### src/rtl/edge_scan_ctrl.sv
// Readout sequencer for the sticky edge-result accumulator: sweeps bank/word selects,
// streams each word on valid/ready tagged with its index, optionally clears the accumulator.
module edge_scan_ctrl #(
    parameter int NUM_BANKS      = 8,
    parameter int WORDS_PER_BANK = 16,
    parameter int CLR_CYCLES     = 2
) (
    input  logic        CLK,
    input  logic        RST_n,
    input  logic        start,
    input  logic        abort,
    input  logic        skip_zero,
    input  logic        auto_clear,
    output logic [2:0]  sel1,
    output logic [7:0]  sel2,
    input  logic [31:0] result_imp,
    output logic        acc_rst_n,
    output logic        m_valid,
    input  logic        m_ready,
    output logic [31:0] m_data,
    output logic [6:0]  m_index,
    output logic        busy,
    output logic        done,
    output logic [7:0]  nz_count
);

    localparam int CW = (CLR_CYCLES > 1) ? $clog2(CLR_CYCLES) : 1;

    typedef enum logic [2:0] {IDLE, READ, DRAIN, CLEAR, DONE} state_t;

    state_t        state_q, state_d;
    logic [2:0]    bank_q, bank_d;
    logic [3:0]    word_q, word_d;
    logic          m_valid_d, acc_rst_n_d;
    logic [31:0]   m_data_d;
    logic [6:0]    m_index_d;
    logic [7:0]    nz_d;
    logic          skip_l, skip_d, aclr_l, aclr_d;
    logic [CW-1:0] clr_cnt, clr_cnt_d;
    logic          capture, last_word, word_zero;

    // The bank/word counters are the select registers themselves.
    assign sel1      = bank_q;
    assign sel2      = {4'b0000, word_q};
    assign busy      = (state_q != IDLE);
    assign done      = (state_q == DONE);
    assign capture   = !m_valid || m_ready;
    assign word_zero = (result_imp == 32'd0);
    assign last_word = (bank_q == 3'(NUM_BANKS - 1)) && (word_q == 4'(WORDS_PER_BANK - 1));

    always_comb begin
        state_d     = state_q;
        bank_d      = bank_q;
        word_d      = word_q;
        m_valid_d   = m_valid;
        m_data_d    = m_data;
        m_index_d   = m_index;
        nz_d        = nz_count;
        acc_rst_n_d = acc_rst_n;
        skip_d      = skip_l;
        aclr_d      = aclr_l;
        clr_cnt_d   = clr_cnt;
        case (state_q)
            IDLE: begin
                if (start && !abort) begin
                    skip_d  = skip_zero;
                    aclr_d  = auto_clear;
                    bank_d  = '0;
                    word_d  = '0;
                    nz_d    = '0;
                    state_d = READ;
                end
            end
            READ: begin
                if (capture) begin
                    if (!word_zero) nz_d = nz_count + 8'd1;
                    if (!(skip_l && word_zero)) begin
                        m_data_d  = result_imp;
                        m_index_d = {bank_q, word_q};
                        m_valid_d = 1'b1;
                    end else begin
                        m_valid_d = 1'b0;
                    end
                    if (last_word) begin
                        bank_d  = '0;
                        word_d  = '0;
                        state_d = DRAIN;
                    end else if (word_q == 4'(WORDS_PER_BANK - 1)) begin
                        word_d = '0;
                        bank_d = bank_q + 3'd1;
                    end else begin
                        word_d = word_q + 4'd1;
                    end
                end
            end
            DRAIN: begin
                if (capture) begin
                    m_valid_d = 1'b0;
                    if (aclr_l) begin
                        acc_rst_n_d = 1'b0;
                        clr_cnt_d   = '0;
                        state_d     = CLEAR;
                    end else begin
                        state_d = DONE;
                    end
                end
            end
            CLEAR: begin
                if (clr_cnt == CW'(CLR_CYCLES - 1)) begin
                    acc_rst_n_d = 1'b1;
                    state_d     = DONE;
                end else begin
                    clr_cnt_d = clr_cnt + 1'b1;
                end
            end
            DONE:    state_d = IDLE;
            default: state_d = IDLE;
        endcase
        // Abort wins over everything in flight; nz_count keeps the partial tally.
        if (abort && state_q != IDLE) begin
            state_d     = IDLE;
            m_valid_d   = 1'b0;
            m_data_d    = m_data;
            m_index_d   = m_index;
            nz_d        = nz_count;
            acc_rst_n_d = 1'b1;
            bank_d      = '0;
            word_d      = '0;
        end
    end

    always_ff @(posedge CLK) begin
        if (!RST_n) begin
            state_q   <= IDLE;
            bank_q    <= '0;
            word_q    <= '0;
            m_valid   <= 1'b0;
            m_data    <= '0;
            m_index   <= '0;
            nz_count  <= '0;
            acc_rst_n <= 1'b1;
            skip_l    <= 1'b0;
            aclr_l    <= 1'b0;
            clr_cnt   <= '0;
        end else begin
            state_q   <= state_d;
            bank_q    <= bank_d;
            word_q    <= word_d;
            m_valid   <= m_valid_d;
            m_data    <= m_data_d;
            m_index   <= m_index_d;
            nz_count  <= nz_d;
            acc_rst_n <= acc_rst_n_d;
            skip_l    <= skip_d;
            aclr_l    <= aclr_d;
            clr_cnt   <= clr_cnt_d;
        end
    end

endmodule
### config.mk
export PLATFORM = sky130hd
export DESIGN_NAME = edge_scan_ctrl
export DESIGN_NICKNAME = d
export VERILOG_FILES = /design/src/rtl/edge_scan_ctrl.sv
export SDC_FILE = /design/constraint.sdc
export NUM_CORES = 1
export LEC_CHECK = 0
export CORE_MARGIN = 3
export CORE_UTILIZATION = 30
export CTS_CLUSTER_SIZE = 8
export DETAILED_ROUTE_END_ITERATION = 7
export PLACE_DENSITY = 0.53
export SKIP_CTS_REPAIR_TIMING = 1
export SLEW_MARGIN = 20
export SYNTH_ARGS = -nofsm -noshare
export SYNTH_HDL_FRONTEND = slang
export SYNTH_SLANG_ARGS = --single-unit
export TNS_END_PERCENT = 1
### constraint.sdc
create_clock -name CLK -period 2.17 [get_ports CLK]
set_input_delay 0.434 -clock CLK [delete_from_list [all_inputs] [get_ports CLK]]
set_output_delay 0.434 -clock CLK [all_outputs]
set_load 0.005 [all_outputs]
* After elaboration in Yosys (flattened, before gate mapping)
Index checks and enable logic that the tools add are counted. W data, S select, Z words.
Storage, ports and cells: register bits after elaboration 62
Cells by class: $add $sub $neg 4, reduce and logical (&&, ||, !) cells 23, equality and inequality tests 14, bitwise gates (word level) 3, multiplexer cells 31
Operators with widths (number):
- $logic_not A32 Y1 | 1
- $mux W3 | 10
- $mux W8 | 3
- $mux W4 | 4
- $pmux W8 S2 | 1
- $ne A2 B2 Y1 const B | 7
- $pmux W3 S4 | 1
- $reduce_and A4 Y1 | 3
- $reduce_and A5 Y1 | 2
- $reduce_and A3 Y1 | 3
- $add A8 B1 Y8 const B | 1
- $pmux W4 S2 | 1
- $mux W1 | 7
- $eq A3 B2 Y1 const B | 2
- $eq A3 B3 Y1 const B | 2
- $pmux W1 S2 | 3
- $pmux W3 S2 | 1
- $reduce_bool A2 Y1 | 3
- $add A4 B1 Y4 const B | 1
- $eq A4 B4 Y1 const B | 1
- $logic_and A1 B1 Y1 | 4
- $add A3 B1 Y3 const B | 1
- $eq A3 B1 Y1 const B | 1
- $logic_not A3 Y1 | 1
- other kinds (8) | 11

* Logic depth before layout (Yosys ltp)
word-level depth 5, gate-level depth with buffers 7, mapped depth without buffers 7

* Worst setup path after synthesis
Ideal clock, no wire load.
path kind register -> register, start register state_q[0], end register m_data[24], setup slack 201 ps, period minus slack after synthesis 1969 ps, arrival time 1847 ps, cell stages (with the launch flop) 7, path buffers 2, setup time 122 ps, cells stage by stage dfxtp_1 -> or3b_4 -> or3_4 -> buf_6 -> buf_6 -> and3_1 -> a311o_1
On the way: word-level cells in the longest chain between the ends 4
Ends and longest elaborated chain:
- start, declared | line 31 | state_t state_q, state_d;
- start signal, assigned | line 146 | state_q <= state_d;
- $reduce_bool A3 Y1 | line 120 | if (abort && state_q != IDLE) begin
- $logic_and A1 B1 Y1 | line 120
- $not A1 Y1 (no line)
- $reduce_and A4 Y1 (no line) *
- end signal, assigned | line 150 | m_data <= m_data_d;
- end, declared | line 20 | output logic [31:0] m_data,
Mark *: on every way between the ends. The rest lies on a longest branch, timed or not. A chain may end at the register's enable or synchronous reset.

* Final worst setup path
start input result_imp[19], end register m_data[28]
On the way: word-level cells in the longest chain between the ends 4
Ends and longest elaborated chain:
- start, declared | line 16 | input logic [31:0] result_imp,
- $logic_not A32 Y1 | line 48 | assign word_zero = (result_imp == 32'd0);
- $logic_and A1 B1 Y1 | line 77 | if (!(skip_l && word_zero)) begin
- $not A1 Y1 (no line)
- $reduce_and A4 Y1 (no line)
Every way passes these cells.

==> flow_summary.ini <==
[sta]
tns_ps = 0
fin_hold_ws_ps = 475
peak_clock_frequency_supported_by_timing_mhz = 486
timing.slew.headroom_pct = 48.6
worst_clock_skew_ps = 13.7
final.min_clock_period_ps = 2060
period_share_pct = 94.9
max_slew_violation_count = 0
finalHoldViolations = 0
grt_setup_unrepaired = no
tightestPinTransition_ps = 769
setup-violations-final = 0

[die]
rows = 37
overall_die_area_um2 = 12200
io-pin-count = 101
die_width_um = 111
initial_core_utilization_pct = 31.3
die_y_um = 111
fp.coreArea_um2 = 10500

[worst_setup_path]
worst_path_max_delay_cell = clkdlybuf4s50_1
crit_path_end_kind = flip-flop
crit_type = in2reg
arrival_time_worst_endpoint_ps = 2320
ordered_cell_list_for_the_critical_path = clkdlybuf4s50_1 -> nor4_2 -> nand2_1 -> nor4_4 -> buf_12 -> and4_1 -> a311o_1
worstPathMaxFanout = 43
critPathLaunchType = primary input
cp.buffers_inverters = 2
critPathMaxStageDelay_ps = 450
crit_family = simple AND/OR/NAND/NOR gates
worstPathRequired_ps = 2430

[status]
outcome = complete, no violations

[placement]
hpwl_mm = 6.84
finalWeightedCongestion = 0.802
i_o_buffers = 96

[power_and_ir_drop]
p_leak_nw = 1.90
power.density_nw_per_um2 = 555
vdd_drop_max_v = 0.000327

[yosys]
post_synthesis_area_per_instance_um2 = 8.88
asyncSetResetFlopFracSynth_pct = 0
synthesis.area_um2 = 3280
synth_edf_count = 0
syn-instance-count = 369
ys.flop_type = dfxtp_1
synth_seq_area_share_pct = 37.9
synth.lib_cells_used.distinct = 43
synth-seq-cells = 62
yosys_warnings = 0

[grt]
globalRouteTotalUtil_pct = 16.4
overflow = 0
antenna_found_initial = 0
wire_length_of_the_first_global_routing_pass_mm = 16.8
largest_net_degree_at_the_start_of_global_routing = 58
grt_pass1_vias = 3187

[min_path]
timing.hold.worst.class = reg2reg

[job]
maxCapViolations = 0

[layout]
most_common_library_cell_in_the_layout_ignoring_fill_and_taps = clkdlybuf4s50_1
n_fill_cell = 1051
antenna_cells_inserted = 0
nNetsFinal = 518
commonest_cells_after_routing_fill_and_taps_aside = clkdlybuf4s50_1 (95), dfxtp_1 (62), and3_1 (34)
multiInputGateArea_um2 = 1880
seqCellArea_um2 = 1240
syn2layout_area_growth_pct = 47.0
drive_gt1_share_pct = 12.5

[routing]
drt-pass1-iter-count = 4
viasPerCell = 5.39
wire_per_inst_um = 16.3
route.vias.total = 3323
detail-route-antenna-nets = 0
initialDrtViolationCount = 200
postRouteWirelength_mm = 10.0
remaining_drc_errors = 0

[clock_tree]
numClockSinks = 62
clkTransAtPathRegs_ps = 60
clkLatencyLatePin_ps = 330
cts-buffers-inserted = 9
tritoncts = yes
htree_num_levels = 3
cts_buffer_depth = 2
root_buffer_master = clkbuf_8
==> worst register-to-register path, cell delays in order (launching register included) <==
cell and delay (ps):
dfxtp_1 350, or3b_4 450, or3_4 520, and3_1 270
a311o_1 310
==> cell families after synthesis <==
kind of cell	after synthesis	synth area share, %
simple gates	166	33.1
compound gates	92	21.2
flops	62	37.9
buf+inv	43	5.95
fa+ha+maj	4	1.53
xor+xnor	1	0.267
other cells	1	0.114
==> path summary, 6_finish.rpt <==
path | start | end | slack, ps | depth (start not counted)
hold reg to reg | nz_count[7] | nz_count[7] | 480 | 2
setup reg to reg | state_q[2] | m_data[13] | 150 | 4
hold / removal | nz_count[7] | nz_count[7] | 480 | 2
setup / recovery | result_imp[19] | m_data[28] | 110 | 7
==> cell type report <==
type	count	area share (%)
Tap cell	136	3.53
Sequential cell	62	25.8
Clock buffer	12	3.01
Timing Repair Buffer	134	27.2
Multi-Input combinational cell	267	39.0
Inverter	1	0.0779
Clock inverter	4	1.45
==> power by group <==
part	internal (W)	switching (W)	leakage, nW	total (W)
Clock	0.000676	0.000446	0.110	0.00112
Sequential	0.00117	0.0000264	0.502	0.00119
Combinational	0.000199	0.000162	1.28	0.000361
Total	0.00204	0.000635	1.90	0.00268
==> stage by stage <==
step / util [%] / instance area (µm²) / std cells / power, W / setup WS [ps]
2_1_floorplan: - / 3290 / 372 / 0.00136 / 201
3_3_place_gp: 43.9 / 4590 / 600 / 0.00158 / -369
3_5_place_dp: 43.9 / 4590 / 600 / 0.00158 / -356
4_1_cts: 45.9 / 4800 / 616 / 0.00272 / -9.26
5_1_grt: 46.1 / 4820 / 616 / 0.00282 / 5.44
6_report: 46.1 / 4820 / 616 / 0.00268 / 111
==> synth_stat cells, types with 2 or more instances <==
master,number,area [µm²]
a21boi_0,2,15.0
or3_1,4,25.0
and4b_1,7,70.1
nor3b_1,3,22.5
nor2_1,8,30.0
o211ai_1,8,60.1
nor4_1,8,50.1
nand4b_1,3,26.3
a31oi_1,8,50.1
clkbuf_1,33,124
a21o_1,2,15.0
buf_2,3,15.0
a21oi_1,15,75.1
buf_6,2,22.5
dfxtp_1,62,1240
o21ai_0,14,70.1
nand3_1,13,65.1
nor3_1,2,10.0
nand4_1,11,68.8
a311o_1,32,320
buf_4,4,30.0
o31ai_1,4,30.0
and2_1,4,25.0
nand2b_1,3,18.8
nor2b_1,5,31.3
ha_1,4,50.1
nand2_1,22,82.6
or4_1,4,30.0
and4_1,32,280
and3_1,34,213
==> metal layers <==
metal  part of all wire (%)  global-route usage [%]
met4                    1.2                    5.75
met1                     49                    22.9
met3                    3.4                    3.07
met5                      0                       0
met2                     47                    25.2
==> registers in the layout, indices dropped and copies added (netlist names) <==
| name | cells |
|---|---|
| m_data | 32 |
| m_valid | 1 |
| aclr_l | 1 |
| state_q | 3 |
| sel1 | 3 |
| clr_cnt | 1 |
| acc_rst_n | 1 |
| m_index | 7 |
| nz_count | 8 |
| word_q | 4 |
| skip_l | 1 |
No activity file was read; power rests on OpenSTA's default activity.
